**src/rtl/ram_port_arbiter_pkg.sv**
```systemverilog
// Shared types and helpers for the RAM port arbiter.
// Index type is sized for the largest supported requester count.
// Pure definitions; no logic or timing.
package ram_arb_pkg;

  localparam int N_REQ_MAX = 8;
  localparam int IDX_W     = $clog2(N_REQ_MAX);

  typedef logic [IDX_W-1:0] req_idx_t;

  typedef enum logic {
    IDLE  = 1'b0,
    BURST = 1'b1
  } state_t;

  // Next requester index after idx, wrapping n-1 back to 0.
  function automatic req_idx_t wrap_inc(req_idx_t idx, int n);
    if (int'(idx) >= n - 1) begin
      return '0;
    end
    return idx + req_idx_t'(1);
  endfunction

endpackage

```
**src/rtl/ram_port_arbiter_if.sv**
```systemverilog
// Requester-side and RAM-side signal bundle of the RAM port arbiter.
// No latency of its own; pure wiring.
// Flow control is valid/ready per requester; responses are unthrottled pulses.
interface ram_port_arbiter_if #(
  parameter int N_REQ      = 2,
  parameter int ADDR_WIDTH = 4,
  parameter int DATA_WIDTH = 32
);

  // Requester side
  logic [N_REQ-1:0]            req_valid;
  logic [N_REQ-1:0]            req_we;
  logic [N_REQ-1:0]            req_last;
  logic [N_REQ*ADDR_WIDTH-1:0] req_addr;
  logic [N_REQ*DATA_WIDTH-1:0] req_wdata;
  logic [N_REQ-1:0]            req_ready;
  logic [N_REQ-1:0]            rsp_valid;
  logic [DATA_WIDTH-1:0]       rsp_rdata;

  // RAM side
  logic                        ram_cs;
  logic                        ram_we;
  logic [ADDR_WIDTH-1:0]       ram_addr;
  logic [DATA_WIDTH-1:0]       ram_wdata;
  logic [DATA_WIDTH-1:0]       ram_rdata;

  // Arbiter view
  modport slave (
    input  req_valid, req_we, req_last, req_addr, req_wdata, ram_rdata,
    output req_ready, rsp_valid, rsp_rdata, ram_cs, ram_we, ram_addr, ram_wdata
  );

  // Requester/RAM environment view
  modport master (
    output req_valid, req_we, req_last, req_addr, req_wdata, ram_rdata,
    input  req_ready, rsp_valid, rsp_rdata, ram_cs, ram_we, ram_addr, ram_wdata
  );

endinterface

```
**src/rtl/ram_port_arbiter_rr_picker.sv**
```systemverilog
// Round-robin winner selection: first set bit of valid_i at or after ptr_i, wrapping.
// Purely combinational, zero latency.
// No backpressure; any_o low when no candidate is valid.
module rr_picker
  import ram_arb_pkg::*;
#(
  parameter int N_REQ = 2
) (
  input  logic [N_REQ-1:0] valid_i,
  input  req_idx_t         ptr_i,
  output logic [N_REQ-1:0] onehot_o,
  output req_idx_t         idx_o,
  output logic             any_o
);

  int j;

  // Scan candidates starting at the pointer; the first valid one wins.
  always_comb begin
    onehot_o = '0;
    idx_o    = '0;
    any_o    = 1'b0;
    j        = 0;
    for (int k = 0; k < N_REQ; k++) begin
      j = int'(ptr_i) + k;
      if (j >= N_REQ) begin
        j = j - N_REQ;
      end
      if (!any_o && valid_i[j]) begin
        any_o       = 1'b1;
        onehot_o[j] = 1'b1;
        idx_o       = req_idx_t'(j);
      end
    end
  end

endmodule

```
**src/rtl/ram_port_arbiter.sv**
```systemverilog
// Shares one single-port synchronous RAM among N_REQ requesters, round-robin with burst lock.
// Grant and RAM drive are combinational in cycle T; read data returns with rsp_valid in T+2.
// req_ready is one-hot to the winner only; everyone else holds valid until granted.
module ram_port_arbiter
  import ram_arb_pkg::*;
#(
  parameter int N_REQ      = 2,
  parameter int ADDR_WIDTH = 4,
  parameter int DATA_WIDTH = 32
) (
  input  logic              clk,
  input  logic              rst,
  ram_port_arbiter_if.slave bus
);

  state_t                  state_q;
  req_idx_t                ptr_q;
  req_idx_t                lock_q;

  logic [N_REQ-1:0]        lock_mask;
  logic [N_REQ-1:0]        elig;
  logic [N_REQ-1:0]        pick_oh;
  req_idx_t                pick_idx;
  logic                    pick_any;
  logic [N_REQ-1:0]        grant_oh;
  logic                    grant_any;

  logic                    g_we;
  logic                    g_last;
  logic [ADDR_WIDTH-1:0]   g_addr;
  logic [DATA_WIDTH-1:0]   g_wdata;

  logic [ADDR_WIDTH-1:0]   last_addr_q;
  logic                    rd_pend_q;
  req_idx_t                rd_idx_q;
  logic [N_REQ-1:0]        rsp_vld_d;
  logic [N_REQ-1:0]        rsp_vld_q;
  logic [DATA_WIDTH-1:0]   rsp_dat_q;

  // While a burst holds the lock, only the lock owner is a candidate.
  always_comb begin
    lock_mask = '0;
    for (int i = 0; i < N_REQ; i++) begin
      lock_mask[i] = (lock_q == req_idx_t'(i));
    end
    elig = (state_q == BURST) ? (bus.req_valid & lock_mask) : bus.req_valid;
  end

  rr_picker #(
    .N_REQ (N_REQ)
  ) u_picker (
    .valid_i  (elig),
    .ptr_i    (ptr_q),
    .onehot_o (pick_oh),
    .idx_o    (pick_idx),
    .any_o    (pick_any)
  );

  // No grant may leak out while reset is held, even with valid inputs.
  assign grant_oh      = rst ? '0 : pick_oh;
  assign grant_any     = pick_any & ~rst;
  assign bus.req_ready = grant_oh;

  // One-hot select of the winner's access fields.
  always_comb begin
    g_we    = 1'b0;
    g_last  = 1'b0;
    g_addr  = '0;
    g_wdata = '0;
    for (int i = 0; i < N_REQ; i++) begin
      if (grant_oh[i]) begin
        g_we    = bus.req_we[i];
        g_last  = bus.req_last[i];
        g_addr  = bus.req_addr[i*ADDR_WIDTH +: ADDR_WIDTH];
        g_wdata = bus.req_wdata[i*DATA_WIDTH +: DATA_WIDTH];
      end
    end
  end

  // RAM drive: new access wins; otherwise keep cs high for a pending capture
  // by re-reading the previous address, which cannot disturb the data being captured.
  always_comb begin
    bus.ram_cs    = 1'b0;
    bus.ram_we    = 1'b0;
    bus.ram_addr  = last_addr_q;
    bus.ram_wdata = '0;
    if (grant_any) begin
      bus.ram_cs    = 1'b1;
      bus.ram_we    = g_we;
      bus.ram_addr  = g_addr;
      bus.ram_wdata = g_wdata;
    end else if (rd_pend_q) begin
      bus.ram_cs    = 1'b1;
    end
  end

  // Arbitration FSM: pointer advances past the finishing requester, lock held through a burst.
  always_ff @(posedge clk or posedge rst) begin
    if (rst) begin
      state_q <= IDLE;
      ptr_q   <= '0;
      lock_q  <= '0;
    end else if (grant_any) begin
      case (state_q)
        IDLE: begin
          if (g_last) begin
            ptr_q <= wrap_inc(pick_idx, N_REQ);
          end else begin
            state_q <= BURST;
            lock_q  <= pick_idx;
          end
        end
        BURST: begin
          if (g_last) begin
            state_q <= IDLE;
            ptr_q   <= wrap_inc(lock_q, N_REQ);
          end
        end
        default: state_q <= IDLE;
      endcase
    end
  end

  // Response one-hot for the read captured this cycle.
  always_comb begin
    rsp_vld_d = '0;
    for (int i = 0; i < N_REQ; i++) begin
      rsp_vld_d[i] = rd_pend_q && (rd_idx_q == req_idx_t'(i));
    end
  end

  // Read tag pipe: stage 1 marks the accepted read, stage 2 captures RAM data and pulses rsp.
  always_ff @(posedge clk or posedge rst) begin
    if (rst) begin
      rd_pend_q   <= 1'b0;
      rd_idx_q    <= '0;
      last_addr_q <= '0;
      rsp_vld_q   <= '0;
      rsp_dat_q   <= '0;
    end else begin
      rd_pend_q <= grant_any & ~g_we;
      rd_idx_q  <= pick_idx;
      if (grant_any) begin
        last_addr_q <= g_addr;
      end
      rsp_vld_q <= rsp_vld_d;
      if (rd_pend_q) begin
        rsp_dat_q <= bus.ram_rdata;
      end
    end
  end

  assign bus.rsp_valid = rsp_vld_q;
  assign bus.rsp_rdata = rsp_dat_q;

endmodule

```
**src/flat_wrapper.sv**
```systemverilog
// flat-port wrapper written by rule: the top's interface ports become plain ports
module ram_port_arbiter_flat import ram_arb_pkg::*;
#(
  parameter int N_REQ      = 2,
  parameter int ADDR_WIDTH = 4,
  parameter int DATA_WIDTH = 32
)
  (clk, rst, bus_req_valid, bus_req_we, bus_req_last, bus_req_addr, bus_req_wdata, bus_ram_rdata, bus_req_ready, bus_rsp_valid, bus_rsp_rdata, bus_ram_cs, bus_ram_we, bus_ram_addr, bus_ram_wdata);
  ram_port_arbiter_if #(.N_REQ(N_REQ), .ADDR_WIDTH(ADDR_WIDTH), .DATA_WIDTH(DATA_WIDTH)) bus_i ();
  input  logic clk;
  input  logic rst;
  input wire logic [$bits(bus_i.req_valid)-1:0] bus_req_valid;
  input wire logic [$bits(bus_i.req_we)-1:0] bus_req_we;
  input wire logic [$bits(bus_i.req_last)-1:0] bus_req_last;
  input wire logic [$bits(bus_i.req_addr)-1:0] bus_req_addr;
  input wire logic [$bits(bus_i.req_wdata)-1:0] bus_req_wdata;
  input wire logic [$bits(bus_i.ram_rdata)-1:0] bus_ram_rdata;
  output wire logic [$bits(bus_i.req_ready)-1:0] bus_req_ready;
  output wire logic [$bits(bus_i.rsp_valid)-1:0] bus_rsp_valid;
  output wire logic [$bits(bus_i.rsp_rdata)-1:0] bus_rsp_rdata;
  output wire logic [$bits(bus_i.ram_cs)-1:0] bus_ram_cs;
  output wire logic [$bits(bus_i.ram_we)-1:0] bus_ram_we;
  output wire logic [$bits(bus_i.ram_addr)-1:0] bus_ram_addr;
  output wire logic [$bits(bus_i.ram_wdata)-1:0] bus_ram_wdata;
  assign bus_i.req_valid = bus_req_valid;
  assign bus_i.req_we = bus_req_we;
  assign bus_i.req_last = bus_req_last;
  assign bus_i.req_addr = bus_req_addr;
  assign bus_i.req_wdata = bus_req_wdata;
  assign bus_i.ram_rdata = bus_ram_rdata;
  assign bus_req_ready = bus_i.req_ready;
  assign bus_rsp_valid = bus_i.rsp_valid;
  assign bus_rsp_rdata = bus_i.rsp_rdata;
  assign bus_ram_cs = bus_i.ram_cs;
  assign bus_ram_we = bus_i.ram_we;
  assign bus_ram_addr = bus_i.ram_addr;
  assign bus_ram_wdata = bus_i.ram_wdata;
  ram_port_arbiter #(.N_REQ(N_REQ), .ADDR_WIDTH(ADDR_WIDTH), .DATA_WIDTH(DATA_WIDTH)) u_core (.clk(clk), .rst(rst), .bus(bus_i));
endmodule
```
**config.mk**
```make
export PLATFORM = sky130hd
export DESIGN_NAME = ram_port_arbiter_flat
export DESIGN_NICKNAME = d
export VERILOG_FILES = /design/src/rtl/ram_port_arbiter_pkg.sv /design/src/rtl/ram_port_arbiter_if.sv /design/src/rtl/ram_port_arbiter_rr_picker.sv /design/src/rtl/ram_port_arbiter.sv /design/src/flat_wrapper.sv
export SDC_FILE = /design/constraint.sdc
export NUM_CORES = 1
export LEC_CHECK = 0
export ABC_CLOCK_PERIOD_IN_PS = 4900
export CORE_MARGIN = 4
export CORE_UTILIZATION = 32
export CTS_CLUSTER_DIAMETER = 100
export DETAILED_ROUTE_END_ITERATION = 8
export GPL_TIMING_DRIVEN = 0
export PLACE_DENSITY_LB_ADDON = 0.25
export SETUP_SLACK_MARGIN = 0.5
export SLEW_MARGIN = 20
export SYNTH_ARGS = -nofsm -noshare
export SYNTH_HDL_FRONTEND = slang
export SYNTH_SLANG_ARGS = --single-unit
```
**constraint.sdc**
```tcl
create_clock -name clk -period 4.9 [get_ports clk]
set_clock_uncertainty 0.15 [all_clocks]
set_input_delay 1.47 -clock clk [delete_from_list [all_inputs] [get_ports clk]]
set_output_delay 1.47 -clock clk [all_outputs]
set_load 0.02 [all_outputs]
```
# Word-level counts from Yosys, hierarchy flattened
# Index checks and enable logic that the tools add are counted.
# Widths: inputs -> output; s select.
[word_totals]
output_inout_bits = 74
elab_cells = 92
in_bits = 112
latchBits = 0
ramBits = 0
reg_bits = 49
n_memories = 0
rom_bits = 0
[op_classes]
add_sub_neg = 5
reduce_logical = 10
n_shift = 0
mux = 49
bitwise = 8
mul = 0
n_eq_ne = 4
div = 0
order_cmp = 8
[ops]
columns = ["op", "n"]
rows = [
  ["$mux 32", 5],
  ["$ge 32x1->1 const B", 2],
  ["$lt 32x3->1 const B", 2],
  ["$mux 1", 26],
  ["$mux 3", 8],
  ["$mux 4", 3],
  ["$mux 2", 4],
  ["$add 3x1->3 const B", 2],
  ["$eq 3x1->1 const B", 2],
  ["$ge 3x1->1 const B", 2],
  ["$logic_not 3->1", 2],
  ["$pmux 3 s2", 1],
  ["$reduce_and 3->1", 2],
  ["$logic_and 1x1->1", 5],
  ["$sub 4x2->5 const B", 1],
  ["$add 3x1->4 const B", 1],
  ["$ge 4x2->1 const B", 1],
  ["$not 1->1", 4],
  ["$sub 3x2->4 const B", 1],
  ["$ge 3x2->1 const B", 1],
  ["$and 1x1->1", 2],
  ["$and 2x2->2", 1],
  ["$demux 1 s1", 2],
  ["$ne 2x1->1 const B", 1],
  ["3 further kinds", 3],
]

# Depth between registers and ports, before layout
[logic_depth]
ltp_word = 19
mapped_depth = 14
depth_no_buf = 14

# Modules after synthesis
# From an unflattened synthesis, not the netlist that was laid out.
[hier_totals]
cells_unflattened = 258
area_unflattened_um2 = 2708.8
[by_module_without_submodules]
columns = ["mod", "seq_area_each_um2", "n_inst", "cells_per_inst", "area_each_um2"]
rows = [
  ["ram_port_arbiter", 1226.2, 1, 220, 2459.9],
  ["rr_picker", 0.0, 1, 38, 249.0],
]

# Worst setup path before layout
# OpenSTA, ideal clock, no wires.
[synth_timing]
path_kind = "input to output"
startpoint = "input rst"
endpoint = "output bus_ram_wdata[22]"
t_required_ns = 3.280
arrival_ns = 3.712
n_path_buf = 1
slack_ns = -0.432
stages = 4
path_cell_list = "inv_1 a32o_1 clkbuf_1 a22o_1"
[synth_between]
elab_chain_cells = 4
word_cells_on_any_way = 6
classes_between = "mux (4); bitwise (2)"
[synth_rtl]
columns = ["item", "line", "source"]
rows = [
  ["start: declaration", "flat_wrapper.sv:11", "input logic rst;"],
  ["$mux 2", "ram_port_arbiter.sv:60", "assign grant_oh = rst ? '0 : pick_oh;"],
  ["net bus_req_ready[0]", "flat_wrapper.sv:18", "output wire logic [$bits(bus_i.req_ready)-1:0] bus_req_ready;"],
  ["$mux 32 (2 in series)", "ram_port_arbiter.sv:71", "if (grant_oh[i]) begin"],
  ["$mux 32", "ram_port_arbiter.sv:87", "if (grant_any) begin"],
  ["end: declaration", "flat_wrapper.sv:24", "output wire logic [$bits(bus_i.ram_wdata)-1:0] bus_ram_wdata;"],
]
# The timed path passes the listed nets, and every way through them passes these cells.

# Worst setup path in the final report
[layout_timing]
startpoint = "input bus_req_valid[0]"
endpoint = "output bus_ram_wdata[18]"
[layout_between]
elab_chain_cells = 13
word_cells_on_any_way = 20
classes_between = "mux (15); bitwise (3); reduce/logical (2)"
[layout_rtl]
columns = ["item", "line", "source"]
rows = [
  ["start: declaration", "flat_wrapper.sv:12", "input wire logic [$bits(bus_i.req_valid)-1:0] bus_req_valid;"],
  ["$and 2x2->2", "ram_port_arbiter.sv:46", "elig = (state_q == BURST) ? (bus.req_valid & lock_mask) : bus.req_valid;"],
  ["$mux 2 (*)", "ram_port_arbiter.sv:46", ""],
  ["$mux 1 (not written as such) (3 in series)", "ram_port_arbiter_rr_picker.sv:29", "if (!any_o && valid_i[j]) begin"],
  ["$mux 1", "ram_port_arbiter_rr_picker.sv:29", ""],
  ["$logic_not 1->1", "ram_port_arbiter_rr_picker.sv:29", ""],
  ["$logic_and 1x1->1", "ram_port_arbiter_rr_picker.sv:29", ""],
  ["$mux 2", "ram_port_arbiter_rr_picker.sv:29", ""],
  ["$mux 2", "ram_port_arbiter.sv:60", ""],
  ["$mux 32 (2 in series)", "ram_port_arbiter.sv:71", ""],
  ["$mux 32 (*)", "ram_port_arbiter.sv:87", ""],
]
# Every way passes the cells marked *; elsewhere a longest branch is shown, timed or not. The select of a mux whose other input is x is not followed.

==> impl_results.md <==
- Die width: 98.72 um
- Register clock-pin slew on the reported worst setup and hold paths: 0.09 ns
- Status: finished clean
- Antenna violations before repair: 1
- Insertion delay of the later-clocked pin in the worst-skew pair: 0.30 ns
- # clock sinks: 49
- Row count: 32
- Final ANT Viol Nets: 0
- Bufs on Longest Clock Path: 2
- Layout Cells excl Fill: 587
- Final wirelength: 14000 um
- Top-area cell type share of the netlist area: 46.56%
- Relative max-transition margin: 57.31%
- DP HPWL: 7768 um
- I/O pin count: 186
- Effective utilization at floorplan: 33.56%
- Number of synthesized flops with an enable pin: 0
- Total core area: 7848 um2
- Routed wirelength normalized by instance count: 23.85 um
- Asr flop ratio synth: 100.0%
- Net count after synthesis: 348
- Area growth, synth to finish: 126.9%
- Fraction of final layout cells with drive strength greater than 1: 44.01%
- Slowest stage delay, CP: 0.27 ns
- Critical Path Fanout Max: 5
- R2R depth: 29
- Power density normalized to cell area: 578.9 nW/um2
- Category of the worst setup path capture point: output port
- FF-to-FF setup slack: 0.33 ns
- Number of maximum-capacitance violations: 0
- Count of endpoints failing setup in the final report: 0
- Leakage: 2.684 nW
- Yosys warns: 0
- Max Fclk: 214.7 MHz
- Detailed router's first-iteration violation count: 153
- Startpoint of the most critical hold path: u_core.rd_idx_q[1]
- Most common cell in the synthesized netlist: sky130_fd_sc_hd__dfrtp_1
- Slowest cell on crit path: sky130_fd_sc_hd__a32o_2
- GRT met2 Usage: 44.31%
- Synthesized area: 2634 um2
- Ordered cell list for the critical path: buf_8 -> inv_6 -> a221oi_4 -> and3_1 -> a32o_2 -> buf_6 -> buf_12 -> buf_12 -> clkbuf_16 -> a22o_4 -> buf_6
- Number of hold buffers added after CTS: 0
- Transition time at the pin with the least slew margin: 0.6369 ns
- Number of instances in the placed design: 511
- Arrival time of the worst setup path: 3.04 ns
- Endpoint of the most critical register-to-register path: u_core.last_addr_q[0]
- Nature of the critical path startpoint: input pin
- Wire length of the first global-routing pass: 18020 um
- 1st-pass router iterations: 4
- TritonCTS clock tree: done
- Number of global-route vias before repair: 3134
- Final number of hold-violating endpoints: 0
- Class of the tightest hold or removal check: flop to flop
- Most used routing layer in global routing: met2
- Slack of the critical path: 0.2418 ns
- Worst-case hold path end point: u_core.bus.rsp_valid[1]
- Reg-to-reg critical path startpoint: u_core.ptr_q[0]
- DIE AREA: 9746 um2
- Pin count of the biggest net entering global routing: 26
- Clock buffer count from CTS: 5
- Vias: 3038
- GR met1 Demand/Resource: 26.95%
- Setup repair after global routing missed its margin: true
- Data required time of the worst path: 3.28 ns
- Seq/Total Area, Yosys: 46.56%
- Global placer's final weighted congestion: 0.8321
- Max rail drop VDD: 0.0004720 V
- Gate count after technology mapping: 224
- # DRC: 0
- Post-place setup slack: -1.705 ns
- Cell types with the largest area share after synthesis: sky130_fd_sc_hd__dfrtp_1, sky130_fd_sc_hd__mux2_2, sky130_fd_sc_hd__a22o_1
- Final net count: 608
- Buffers and inverters on the worst path: 7
- Per-cell via count in the routed design: 5.175
- Cell at the root of the clock tree: sky130_fd_sc_hd__clkbuf_8
- Synth Flop Type: sky130_fd_sc_hd__dfrtp_1
- WHS Path Cells: 1
- Crit share post-route: 95.07%
- Yosys cell types: 38
- Overall global routing resource usage: 24.02%
- Number of synthesized register bits: 49
- Final count of pins violating max slew: 0
- Cell type with the highest aggregate area in the netlist: sky130_fd_sc_hd__dfrtp_1
- Average instance area after synthesis: 11.76 um2
- H-tree depth: 2
- Leading cell types by count after synthesis: sky130_fd_sc_hd__dfrtp_1, sky130_fd_sc_hd__a22o_1, sky130_fd_sc_hd__mux2_2
- Class of the most critical setup path: input pin to output port
- Critical path's top delay family: buffers and inverters
- Global routing usage on met3: 5.166%
- Total congestion overflow after global routing: 0
- Minimum clock period: 4.658 ns
- Die span in y: 98.72 um
- Count of input and output buffers: 185
[registers in the layout, indices dropped and copies added, names as in the netlist]
register and flops:
u_core.bus.rsp_rdata 32, u_core.bus.rsp_valid 2, u_core.last_addr_q 4, u_core.lock_q 3
u_core.ptr_q 3, u_core.rd_idx_q 3, u_core.rd_pend_q 1, u_core.state_q 1
[what timing repair did]
action                                  in CTS  in global routing
resized for setup                          291                 38
cloned                                       6                  0
pin swaps                                   16                 12
setup buffers                               50                 12
endpoints found under the setup margin      42                 41
[final cells by class]
type	count	area [um2]
buffer	14	166.4
tap	102	127.6
sequential	49	1230
multi-input combinational	145	1702
clock inverter	2	38.79
fill	468	1872
timing repair inverter	2	12.51
timing repair buffer	251	2555
inverter	16	72.57
clock buffer	5	68.82
antenna	1	2.502
[logic make-up (layout without fill, tap and decap cells)]
family                     after synthesis  in the layout  synth area share, %
adders and majority gates               12             12                5.701
and+or+nand+nor                         24             24                5.178
other                                    0              1                    0
AOI/OAI and AO/OA                       69             69                21.52
buffers and inverters                   30            290                4.371
xor gates and xnor gates                 3              3               0.9978
DFF                                     49             49                46.56
muxes                                   37             37                15.68
[cell usage in the layout (no fill, tap or decap), types with 8 or more instances in the layout]
| cell | count |
|---|---|
| sky130_fd_sc_hd__a22o_4 | 29 |
| sky130_fd_sc_hd__buf_4 | 39 |
| sky130_fd_sc_hd__buf_6 | 60 |
| sky130_fd_sc_hd__clkbuf_8 | 10 |
| sky130_fd_sc_hd__clkdlybuf4s50_1 | 143 |
| sky130_fd_sc_hd__dfrtp_1 | 46 |
| sky130_fd_sc_hd__ha_1 | 8 |
| sky130_fd_sc_hd__inv_1 | 12 |
| sky130_fd_sc_hd__mux2_2 | 32 |
[how the worst max path moves through the flow]
stage	to	startpoint	cells after the start
floorplan	bus_ram_addr[0]	rst	5
global placement	bus_ram_addr[0]	rst	6
detailed placement	bus_ram_addr[0]	rst	6
CTS	bus_ram_addr[0]	bus_req_valid[0]	10
global route	bus_ram_wdata[18]	bus_req_valid[0]	11
finish	bus_ram_wdata[18]	bus_req_valid[0]	11
[power by group]
group | total [mW] | switching, mW | internal, mW
combinational | 2.43 | 1.11 | 1.32
clock | 0.293 | 0.141 | 0.151
sequential | 0.738 | 0.143 | 0.595
[metrics by stage]
step                      setup TNS (ns)  hold WS, ns  cell area [um2]  power [mW]  utilization, %
after floorplan                        0       0.2531             2903       1.690               -
after detailed placement          -57.07       0.2784             4882       2.401           62.21
after CTS                              0       0.2959             5749       3.144           73.26
after global placement            -56.34       0.2633             4882       2.362           62.21
final                                  0       0.3256             5976       3.459           76.15
after global routing                   0       0.3408             5976       3.617           76.15
[routing by layer]
layer	up-vias	share of wire [%]
met5	-	0
met4	0	2.4
met3	22	4.6
met2	130	56
met1	1523	37
li1	1363	-
Note: power is estimated with default switching activity, not from simulation.
